===== src/rtl/approx_mult_pkg.sv =====
// Shared types and helpers for the approximate sequential multiplier.
// col_mask builds the column-keep mask used to drop low partial-product bits.
package approx_mult_pkg;

    typedef enum logic [1:0] {IDLE, RUN, DONE} state_e;

    localparam int unsigned MAX_PW = 128;

    function automatic int calc_n(input int width, input int digit);
        return width / digit;
    endfunction

    function automatic int calc_tw(input int width);
        return $clog2(2 * width + 1);
    endfunction

    // Bit k is kept iff k >= trunc; columns at or above width are always zero.
    function automatic logic [MAX_PW-1:0] col_mask(input int unsigned trunc,
                                                   input int unsigned width);
        logic [MAX_PW-1:0] m;
        m = '0;
        for (int unsigned k = 0; k < MAX_PW; k++) begin
            m[k] = (k < width) && (k >= trunc);
        end
        return m;
    endfunction

endpackage


===== src/rtl/mult_pp_row.sv =====
// Combinational WIDTH x DIGIT unsigned row product for one multiplier digit.
module mult_pp_row #(
    parameter int WIDTH = 16,
    parameter int DIGIT = 4
) (
    input  logic [WIDTH-1:0]       a,
    input  logic [DIGIT-1:0]       d,
    output logic [WIDTH+DIGIT-1:0] row
);

    assign row = {{DIGIT{1'b0}}, a} * {{WIDTH{1'b0}}, d};

endmodule


===== src/rtl/approx_seq_mult.sv =====
// Digit-serial shift-add multiplier with run-time truncation of low columns.
// Operands and trunc are captured at acceptance; one digit row is summed per RUN cycle.
module approx_seq_mult
    import approx_mult_pkg::*;
#(
    parameter int WIDTH = 16,
    parameter int DIGIT = 4,
    parameter int TW    = calc_tw(WIDTH)
) (
    input  logic               clk,
    input  logic               rst_n,
    input  logic               in_valid,
    output logic               in_ready,
    input  logic [WIDTH-1:0]   a,
    input  logic [WIDTH-1:0]   b,
    input  logic [TW-1:0]      trunc,
    output logic               out_valid,
    input  logic               out_ready,
    output logic [2*WIDTH-1:0] product,
    output logic               busy
);

    localparam int N  = calc_n(WIDTH, DIGIT);
    localparam int PW = 2 * WIDTH;
    localparam int CW = (N > 1) ? $clog2(N) : 1;

    state_e               state_q, state_d;
    logic [WIDTH-1:0]     a_q, b_q;
    logic [TW-1:0]        trunc_q;
    logic [PW-1:0]        acc_q;
    logic [CW-1:0]        cnt_q;

    logic [DIGIT-1:0]       digit;
    logic [WIDTH+DIGIT-1:0] row;
    logic [PW-1:0]          row_ext, row_masked, mask;

    assign digit = b_q[DIGIT*cnt_q +: DIGIT];

    mult_pp_row #(.WIDTH(WIDTH), .DIGIT(DIGIT)) u_row (
        .a   (a_q),
        .d   (digit),
        .row (row)
    );

    // Shift the row into its column position, then drop the truncated columns.
    assign row_ext    = PW'(row) << (DIGIT * cnt_q);
    assign mask       = PW'(col_mask(32'(trunc_q), PW));
    assign row_masked = row_ext & mask;

    always_comb begin
        state_d = state_q;
        case (state_q)
            IDLE: if (in_valid) state_d = RUN;
            RUN:  if (cnt_q == CW'(N - 1)) state_d = DONE;
            DONE: if (out_ready) state_d = IDLE;
            default: state_d = IDLE;
        endcase
    end

    always_ff @(posedge clk) begin
        if (!rst_n) begin
            state_q <= IDLE;
            a_q     <= '0;
            b_q     <= '0;
            trunc_q <= '0;
            acc_q   <= '0;
            cnt_q   <= '0;
        end else begin
            state_q <= state_d;
            case (state_q)
                IDLE: begin
                    if (in_valid) begin
                        a_q     <= a;
                        b_q     <= b;
                        trunc_q <= trunc;
                        acc_q   <= '0;
                        cnt_q   <= '0;
                    end
                end
                RUN: begin
                    acc_q <= acc_q + row_masked;
                    cnt_q <= cnt_q + CW'(1);
                end
                default: ;
            endcase
        end
    end

    // in_ready is held low during reset so nothing is offered acceptance then.
    assign in_ready  = (state_q == IDLE) && rst_n;
    assign out_valid = (state_q == DONE);
    assign busy      = (state_q != IDLE);
    assign product   = acc_q;

endmodule


===== config.mk =====
export PLATFORM = sky130hd
export DESIGN_NAME = approx_seq_mult
export DESIGN_NICKNAME = d
export VERILOG_FILES = /design/src/rtl/approx_mult_pkg.sv /design/src/rtl/mult_pp_row.sv /design/src/rtl/approx_seq_mult.sv
export SDC_FILE = /design/constraint.sdc
export NUM_CORES = 1
export LEC_CHECK = 0
export ABC_AREA = 1
export BUFFER_PORTS_ARGS = -buffer_cell sky130_fd_sc_hd__clkbuf_2
export CORE_ASPECT_RATIO = 1.4
export CORE_UTILIZATION = 55
export CTS_CLUSTER_SIZE = 24
export DETAILED_ROUTE_END_ITERATION = 16
export GPL_TIMING_DRIVEN = 0
export PLACE_DENSITY = 0.78
export SLEW_MARGIN = 0
export SYNTH_ARGS = -nofsm -noshare
export SYNTH_HDL_FRONTEND = slang
export SYNTH_SLANG_ARGS = --single-unit

===== constraint.sdc =====
create_clock -name clk -period 5.62 [get_ports clk]
set_clock_uncertainty 0.1 [all_clocks]
set_input_delay 0.281 -clock clk [delete_from_list [all_inputs] [get_ports clk]]
set_output_delay 0.281 -clock clk [all_outputs]
set_load 0.01 [all_outputs]

# Word level (Yosys, flattened, before mapping)
# Index checks and enable logic that the tools add are counted.
# classes
n_reduce_logical	7
n_lt_le_gt_ge	32
multipliers	1
add_sub_neg	2
n_mux	8
eq_ne	6
n_shift	2
n_bitwise	1
# op_table
operator	n
greater-or-equal comparator 5 x 6 -> 1 bit (first input constant)	16
one-hot mux 32 bit (2 select lines)	1
greater-or-equal comparator 4 x 6 -> 1 bit (first input constant)	8
adder 32 bit	1
AND 32 bit	1
two-way mux 32 bit	1
<< shifter 20 x 4 -> 32 bit	1
greater-or-equal comparator 3 x 6 -> 1 bit (first input constant)	4
multiplier 16 x 4 -> 20 bit	1
variable part select 16 x 5 -> 4 bit	1
greater-or-equal comparator 1 x 6 -> 1 bit (first input constant)	2
greater-or-equal comparator 2 x 6 -> 1 bit (first input constant)	2
two-way mux 2 bit	4
one-hot mux 2 bit (3 select lines)	1
== test 2 bit (second input constant)	2
inequality test 2 bit (second input constant)	2
one-hot mux 2 bit (2 select lines)	1
AND reduction 2 bit	2
nonzero test 2 bit	2
AND reduction 3 bit	1
adder 2 x 1 -> 2 bit (second input constant)	1
== test 2 x 1 -> 1 bit (second input constant)	1
logical NOT 2 bit	1
inequality test 2 x 1 -> 1 bit (second input constant)	1
logical AND 1 bit	1
# totals
input_bits	42
regBits	74
wordCells	65
output_inout_bits	35

# Logic depth before layout (Yosys ltp)
# Gate-level depths: netlist of the first run.
# logic_depth
depth_word	6
mapped_depth	38
depth_no_buf	36

# By module
# A second synthesis of the first run with hierarchy kept.
# unflattened
cells_unflattened	1378
hier_area_um2	8137.8
# by_module_without_submodules
module	instances	area_per_inst_um2	cells_each	seq_area_each_um2
approx_seq_mult	1	5904.4	997	1481.4
mult_pp_row	1	2233.4	381	0.0

# Least setup slack after synthesis of the first run
# Ideal clock, no wire load.
# synth_path
path_kind	register to register
start	register cnt_q[0]
end	register acc_q[27], in the netlist product[27]
required_time_ns	5.389
path_buffers	2
synth_period_minus_slack_ns	5.300
setup_slack_ns	0.320
setup_time_ns	0.131
arrival_ns	5.069
path_stages_with_launch	34
cell_sequence	dfxtp_1 -> inv_1 -> buf_2 -> nand2_1 -> nand3_1 -> nand2_1 -> clkbuf_1 -> nor2_1 -> fa_1 -> inv_1 -> fa_1 -> inv_1 -> ha_1 -> a21oi_1 -> nand2_1 -> a21oi_1 -> o21bai_1 -> or2_1 -> nand3_1 -> nand2_1 -> o211ai_1 -> inv_1 -> ha_1 -> nand2_1 -> nor4_1 -> nand2_1 -> nand2_2 -> nand3_1 -> nand2_1 -> nand2_2 -> nand2_1 -> nand2_1 -> nand3_2 -> a21oi_2
# synth_via
elab_chain_cells	6
# synth_lines
element	line	source
start: declaration	approx_seq_mult.sv:31	logic [CW-1:0] cnt_q;
start signal: assignment	approx_seq_mult.sv:82	cnt_q <= cnt_q + CW'(1);
variable part select 16 x 5 -> 4 bit	approx_seq_mult.sv:37	assign digit = b_q[DIGIT*cnt_q +: DIGIT];
multiplier 16 x 4 -> 20 bit	mult_pp_row.sv:11	assign row = {{DIGIT{1'b0}}, a} * {{WIDTH{1'b0}}, d};
<< shifter 20 x 4 -> 32 bit (*)	approx_seq_mult.sv:46	assign row_ext = PW'(row) << (DIGIT * cnt_q);
AND 32 bit (*)	approx_seq_mult.sv:48	assign row_masked = row_ext & mask;
adder 32 bit (*)	approx_seq_mult.sv:81	acc_q <= acc_q + row_masked;
one-hot mux 32 bit (2 select lines) (*)	approx_seq_mult.sv:70	case (state_q)
end signal: assignment	approx_seq_mult.sv:81	
end: declaration	approx_seq_mult.sv:30	logic [PW-1:0] acc_q;
# Mark *: on every way between the ends. The rest lies on a longest branch, timed or not.
# A chain may end at the register's enable or synchronous reset.

# Worst setup path after layout of the first run
# layout_path
start	register cnt_q[0]
end	register acc_q[31], in the netlist product[31]
# Same word-level chain as after synthesis.

==> run_results.csv, run 1 <==
group,metric,value,unit
sta,fin_crit,5.58,ns
logic_synthesis,synth_area,7250,um^2
critical_path,reg2reg_to,"product[31]$_SDFFE_PN0P_",
cells_and_area,antenna_cells,0,
cells_and_area,layout-drive-gt1-share,0.261,
detailed_routing,postRouteAntennaNets,0,
critical_path,critPathKind,"flip-flop to flip-flop",
floorplan,dieArea,13700,um^2
detailed_routing,drtPass1Iterations,7,
critical_path,cp_slowest_cell,"fa_1",
logic_synthesis,synth_flop_cell,"dfxtp_1",
critical_path,rr_worst_depth,28,
hold_path,hold_class,"input port to flip-flop",
hold_path,holdPathStages,3,
cells_and_area,final_common_cell,"nand2_1",
sta,drv_slew,0,
cells_and_area,num-nets-final,1363,
detailed_routing,vias,8080,
critical_path,cp_max_fo,10,
detailed_routing,first_iter_violations,467,
cells_and_area,most-common-layout-cells,"nand2_1 (193), inv_1 (142), nor2_1 (137)",
clock_network,cts_tree,"done",
critical_path,crit_path_end_kind,"flip-flop",
power_and_ir_drop,power.density,203,nW/um^2
logic_synthesis,synthMuxAreaShare,0.00414,
logic_synthesis,yosysSeqAreaShare,0.204,
logic_synthesis,synthSimpleGateAreaFrac,0.290,
cells_and_area,post_layout_nonfiller_instances,1394,
sta,slew_headroom,0.491,
clock_network,hold_buffers,0,
logic_synthesis,synth.avg_cell_area,6.45,um^2
floorplan,core-area,12900,um^2
critical_path,slowest_delay,0.52,ns
sta,hold_viol,0,
hold_path,holdPathEnd,"b_q[9]$_SDFFE_PN0P_",
clock_network,path_clk_slew,0.07,ns
logic_synthesis,synth_edf_count,0,
sta,worst_pin_slew,0.760,ns
critical_path,crit_arrival,5.68,ns
detailed_routing,drc,0,
detailed_routing,wl,24700,um
clock_network,cts.sinks,74,
critical_path,rrSetupSlack,0.04,ns
grt,grt_pass1_vias,7285,
logic_synthesis,synth_compound_area_frac,0.211,
logic_synthesis,synthCells,1125,
sta,worst_slack,0.0394,ns
power_and_ir_drop,finalPower,1.89,mW
critical_path,worstPathRequired,5.72,ns
clock_network,cts_buffers,9,
sta,rsz0062_at_grt,"yes",
clock_network,cts_buffer_depth,2,
floorplan,die_height,138,um
grt,grt_pass1_wl,36000,um
logic_synthesis,synth_xor_area_frac,0.0155,
detailed_routing,vias_per_cell,5.80,
placed_design,port_buffers,76,
logic_synthesis,ys_ff_latch,74,
logic_synthesis,synth.distinct_cells,47,
floorplan,io_pins,77,
sta,report.final.setup_viol,0,
grt,grt_max_degree,16,
placed_design,post-place-ws,-1.03,ns
placed_design,dp.final_hpwl,18200,um
outcome,outcome,"finished, final reports clean",
floorplan,rows,49,
power_and_ir_drop,ir_drop,0.177,mV
logic_synthesis,synth_nets,1252,
grt,gr-total-overflow,0,
sta,setup_tns,0,ns
floorplan,start_util,0.563,
floorplan,die_w,99.1,um
clock_network,worstSkewPairLatency,0.35,ns
placed_design,dp.cells,1354,
logic_synthesis,async_reset_ff_frac,0,
logic_synthesis,synth_adder_area_share,0.177,
sta,min_period_over_period,0.993,
clock_network,htree_levels,3,
logic_synthesis,yosys_warnings,0,
sta,fmax,179,MHz
grt,grt.total_usage,0.343,
critical_path,r2r_start,"cnt_q[0]$_SDFFE_PN0P_",
grt,antenna_found_initial,0,
power_and_ir_drop,cellLeakagePower,4.31,nW
critical_path,cp-start-kind,"flip-flop",
hold_path,hp-start,"b[9]",
clock_network,cts-root-buf,"clkbuf_16",
cells_and_area,area_delta_synth_final,28.2,%
logic_synthesis,synth_top_family_by_area,"simple AND/OR/NAND/NOR gates",
placed_design,place.gp.congestion,0.980,
job,cap_violations,0,
detailed_routing,routedWlPerCell,17.7,um
==> layout make-up <==
type	count	area, um^2
fillers	1052	3570
multi-input cells	864	5960
flip-flops and latches	74	1480
well taps	153	191
clock inverters	7	82.6
inverters	152	572
repair buffers	101	599
clock buffers	9	225
plain buffers	34	183
==> routing by layer <==
metal / global-route usage / vias up / wire [um]
li1: - / 3906 / -
met1: 0.362 / 3752 / 9050
met2: 0.639 / 310 / 12800
met3: 0.0413 / 112 / 1090
met4: 0.233 / 0 / 1750
met5: 0 / - / 0
==> cell families (layout without fill, tap and decap cells) <==
logic type / count (synthesis) / after routing
buffers and inverters: 187 / 303
xor gates and xnor gates: 12 / 12
muxes: 3 / 3
adders and majority gates: 85 / 85
and+or+nand+nor: 497 / 497
AOI/OAI and AO/OA: 267 / 267
DFF: 74 / 74
==> sequential cells by signal, summed over array words and instances (netlist names) <==
signal and count:
a_q 16, b_q 16, cnt_q 2, product 32, state_q 2, trunc_q 6
==> report_power, final <==
group          leakage, nW  switching, mW  internal [mW]
clock network        0.145          0.279          0.353
logic                 3.55          0.428          0.247
registers            0.607         0.0268          0.556
==> per-stage QoR <==
stage	instance area (um^2)	utilization	hold WS [ns]
floorplan	7250	-	0.348
global placement	7830	0.608	0.368
detailed placement	7830	0.608	0.377
CTS	8650	0.672	0.0831
global route	9300	0.722	0.0934
finish	9300	0.722	0.0785
==> worst max path at each step <==
stage                                    end                   from  slack [ns]
floorplan           product[27]$_SDFFE_PN0P_  cnt_q[0]$_SDFFE_PN0P_        0.32
global placement    product[31]$_SDFFE_PN0P_  cnt_q[0]$_SDFFE_PN0P_       -1.01
detailed placement  product[31]$_SDFFE_PN0P_  cnt_q[0]$_SDFFE_PN0P_       -1.03
CTS                 product[31]$_SDFFE_PN0P_  cnt_q[0]$_SDFFE_PN0P_       0.002
global route        product[29]$_SDFFE_PN0P_  cnt_q[0]$_SDFFE_PN0P_       -0.13
finish              product[31]$_SDFFE_PN0P_  cnt_q[0]$_SDFFE_PN0P_        0.04
==> synthesized netlist by cell type, types with 7 or more instances <==
| cell | count | area share |
|---|---|---|
| nor2_1 | 152 | 0.079 |
| nand2_1 | 230 | 0.12 |
| fa_1 | 29 | 0.080 |
| a21oi_1 | 118 | 0.081 |
| buf_2 | 10 | 0.0069 |
| dfxtp_1 | 74 | 0.20 |
| xor2_1 | 7 | 0.0085 |
| clkbuf_1 | 23 | 0.012 |
| nand2_2 | 11 | 0.0095 |
| o21ai_0 | 77 | 0.053 |
| inv_1 | 147 | 0.076 |
| a21o_1 | 15 | 0.016 |
| nor3_1 | 11 | 0.0076 |
| nand3_1 | 58 | 0.040 |
| a211oi_1 | 7 | 0.0072 |
| ha_1 | 56 | 0.097 |
| o21ai_1 | 11 | 0.0076 |
| nand4_1 | 8 | 0.0069 |
==> worst max-delay path, delay by kind of cell, from the launching register on <==
kind / cells / cell delay, ns
flip-flops: 1 / 0.35
AND/OR/NAND/NOR: 10 / 1.16
AO/OA/AOI/OAI: 8 / 1.51
buffers and inverters: 5 / 0.50
adder cells (fa/ha/maj): 4 / 1.55
XOR/XNOR: 1 / 0.23
==> what timing repair did <==
item                       CTS  global route
cloned                       1             1
setup endpoints to repair   24            20
gates resized for setup     78           134
setup buffers                9            14
pin swaps                   24            63
(Power assumes the default switching activity.)
==> run 2, diff against run 1 <==
Settings changed: CORE_UTILIZATION 55 to 56, PLACE_DENSITY 0.78 to 0.79, SYNTH_HIERARCHICAL from default to 1.
==> run 2 against run 1 <==
Against the previous run:
- flip-flop and latch count unchanged
- hold slack got worse by 0.0024 ns
- count of clock-buffer cells in the layout unchanged
- highest routed layer unchanged
- non-clock buffer count increased by 1
- global-route usage decreased by 1.4 points
==> run_results.csv, run 2 <==
group,metric,value,unit
clock_network,path_clk_slew,0.07,ns
sta,hold_viol,0,
cells_and_area,post_layout_nonfiller_instances,1677,
clock_network,cts_tree,"done",
power_and_ir_drop,net-switching-power,0.844,mW
clock_network,cts_buffers,9,
critical_path,cp_slowest_cell,"fa_1",
logic_synthesis,synth_edf_count,0,
logic_synthesis,yosysTopAreaCell,"nand2_1",
grt,antenna_found_initial,0,
clock_network,cts_buffer_depth,2,
floorplan,io_pins,77,
logic_synthesis,synth.distinct_cells,44,
logic_synthesis,synth.avg_cell_area,5.91,um^2
critical_path,rrSetupSlack,0.02,ns
floorplan,start_util,0.580,
clock_network,cts.sinks,74,
grt,grt_pass1_wl,38800,um
cells_and_area,layout-drive-gt1-share,0.232,
placed_design,place_area,8750,um^2
cells_and_area,utilization,0.727,
cells_and_area,area_delta_synth_final,25.4,%
outcome,outcome,"finished, final reports clean",
critical_path,cp_max_fo,10,
critical_path,rr_worst_depth,35,
critical_path,slowest_delay,0.53,ns
clock_network,hold_buffers,0,
critical_path,startpoint,"cnt_q[0]$_SDFFE_PN0P_",
logic_synthesis,ys_ff_latch,74,
job,cap_violations,0,
sta,slew_headroom,0.503,
floorplan,core-area,14000,um^2
detailed_routing,vias_per_cell,5.42,
floorplan,dieArea,15000,um^2
logic_synthesis,synth_area,8140,um^2
detailed_routing,drc,0,
grt,grt_pass1_vias,8281,
critical_path,critPathKind,"flip-flop to flip-flop",
critical_path,endpoint,"product[24]$_SDFFE_PN0P_",
floorplan,rows,51,
sta,drv_slew,0,
cells_and_area,final_common_cell,"nand2_1",
critical_path,worstPathRequired,5.72,ns
logic_synthesis,synth_nets,1505,
logic_synthesis,synthTopCellsByCount,"nand2_1 (405), inv_1 (270), nor2_1 (144)",
clock_network,htree_levels,3,
cells_and_area,fin_area,10200,um^2
critical_path,crit_path_end_kind,"flip-flop",
detailed_routing,wl,26300,um
sta,fin_crit,5.60,ns
grt,gr-total-overflow,0,
logic_synthesis,synth_most_common_cell,"nand2_1",
cells_and_area,most-common-layout-cells,"nand2_1 (367), inv_1 (260), nor2_1 (129)",
power_and_ir_drop,finalPower,2.09,mW
cells_and_area,largest_reg_flops,32,
cells_and_area,antenna_cells,0,
power_and_ir_drop,power_frac_comb,0.414,
critical_path,cp-start-kind,"flip-flop",
logic_synthesis,synthCells,1378,
logic_synthesis,synth_area_leaders,"nand2_1 (19%), dfxtp_1 (18%), inv_1 (12%), ha_1 (8.6%), fa_1 (7.1%)",
floorplan,die_height,145,um
sta,rsz0062_at_grt,"yes",
grt,grt_max_degree,16,
placed_design,port_buffers,76,
sta,setup_tns,0,ns
critical_path,reg2reg_to,"product[24]$_SDFFE_PN0P_",
power_and_ir_drop,seqPwrFrac,0.285,
cells_and_area,fillCellCount,1172,
power_and_ir_drop,swShare,0.403,
critical_path,r2r_start,"cnt_q[0]$_SDFFE_PN0P_",
placed_design,place.gp.congestion,0.972,
sta,worst_pin_slew,0.745,ns
power_and_ir_drop,ir_drop,0.187,mV
power_and_ir_drop,internal_power,1.25,mW
clock_network,worstSkewPairLatency,0.35,ns
power_and_ir_drop,cellLeakagePower,5.54,nW
critical_path,crit_arrival,5.69,ns
sta,fmax,179,MHz
placed_design,dp.cells,1639,
detailed_routing,first_iter_violations,666,
power_and_ir_drop,power.density,205,nW/um^2
cells_and_area,num-nets-final,1614,
detailed_routing,drtPass1Iterations,6,
power_and_ir_drop,power.share.clock,0.302,
sta,report.final.setup_viol,0,
detailed_routing,routedWlPerCell,15.7,um
clock_network,cts-root-buf,"clkbuf_16",
logic_synthesis,async_reset_ff_frac,0,
logic_synthesis,yosysSeqAreaShare,0.182,
sta,min_period_over_period,0.996,
grt,grt.total_usage,0.329,
hold_path,hold_class,"input port to flip-flop",
logic_synthesis,synth_flop_cell,"dfxtp_1",
logic_synthesis,yosys_warnings,6,
floorplan,die_w,104,um
critical_path,crit_top_cell,"nand2_1",
detailed_routing,vias,9083,
placed_design,dp.final_hpwl,19300,um
logic_synthesis,synth_top_area_share,0.187,
detailed_routing,postRouteAntennaNets,0,
run 2: changes by cell type after synthesis, moves of 6 or more:
| cell | change |
|---|---|
| o21ai_2 | -6 |
| a21oi_1 | -32 |
| nand2_2 | +8 |
| o21ai_1 | -8 |
| nor2_1 | -8 |
| nor2_2 | +7 |
| inv_1 | +123 |
| nand2_1 | +175 |
| a21o_1 | -12 |
| o21ai_0 | +10 |
run 2: power by group through the flow:
stage | registers, mW | logic, mW | clock network [mW]
finish | 0.596 | 0.867 | 0.632
detailed placement | 0.603 | 0.624 | 0
floorplan | 0.597 | 0.451 | 0
global placement | 0.602 | 0.612 | 0
global route | 0.600 | 0.938 | 0.658
CTS | 0.592 | 0.690 | 0.631
run 2: logic make-up after synthesis:
group / after synthesis / synth area share
buffers and inverters: 317 / 0.151
DFF: 74 / 0.182
xor gates and xnor gates: 9 / 0.00969
adders and majority gates: 85 / 0.157
muxes: 7 / 0.00861
and+or+nand+nor: 678 / 0.352
AOI/OAI and AO/OA: 208 / 0.139
run 2: layer usage:
metal | vias up | part of all wire | wire [um] | track usage
li1 | 4467 | - | - | -
met1 | 4136 | 0.36 | 9560 | 0.339
met2 | 354 | 0.53 | 13900 | 0.649
met3 | 126 | 0.048 | 1250 | 0.0374
met4 | 0 | 0.062 | 1620 | 0.175
met5 | - | 0 | 0 | 0
run 2: worst min path at each step:
| stage | start | end | slack (ns) | cells past startpoint |
|---|---|---|---|---|
| finish | b[12] | b_q[12]$_SDFFE_PN0P_ | 0.08 | 3 |
| global route | b[6] | b_q[6]$_SDFFE_PN0P_ | 0.1 | 3 |
| CTS | b[12] | b_q[12]$_SDFFE_PN0P_ | 0.08 | 3 |
| detailed placement | b_q[8]$_SDFFE_PN0P_ | b_q[8]$_SDFFE_PN0P_ | 0.37 | 2 |
| global placement | b_q[6]$_SDFFE_PN0P_ | b_q[6]$_SDFFE_PN0P_ | 0.36 | 2 |
| floorplan | a[0] | a_q[0]$_SDFFE_PN0P_ | 0.35 | 2 |
run 2: cell type report:
| class | count | area, um^2 | area share |
|---|---|---|---|
| multi-input combinational | 987 | 6250 | 0.612 |
| timing repair buffer | 99 | 571 | 0.0559 |
| sequential | 74 | 1490 | 0.146 |
| buffer | 37 | 298 | 0.0292 |
| tap | 185 | 231 | 0.0227 |
| clock buffer | 9 | 225 | 0.0221 |
| inverter | 279 | 1060 | 0.104 |
| clock inverter | 7 | 85.1 | 0.00834 |
run 2: stage by stage:
stage | hold slack [ns] | setup slack [ns]
finish | 0.0762 | 0.0249
global route | 0.0974 | -0.188
CTS | 0.0810 | -0.0233
detailed placement | 0.367 | -1.42
global placement | 0.357 | -1.40
floorplan | 0.348 | 0.0553
run 2: worst max-delay path, delay by kind of cell, from the launching register on:
kind	cells	cell delay (ns)
buffers and inverters	8	0.73
AO/OA/AOI/OAI	5	0.69
AND/OR/NAND/NOR	17	1.64
flip-flops	1	0.40
multiplexers	1	0.21
adder cells (fa/ha/maj)	4	1.64
run 2: what timing repair did:
| action | CTS | global route |
|---|---|---|
| setup endpoints to repair | 28 | 25 |
| buffers inserted | 12 | 10 |
| pin swaps | 10 | 50 |
| resized for setup | 69 | 179 |
| cloned | 0 | 1 |
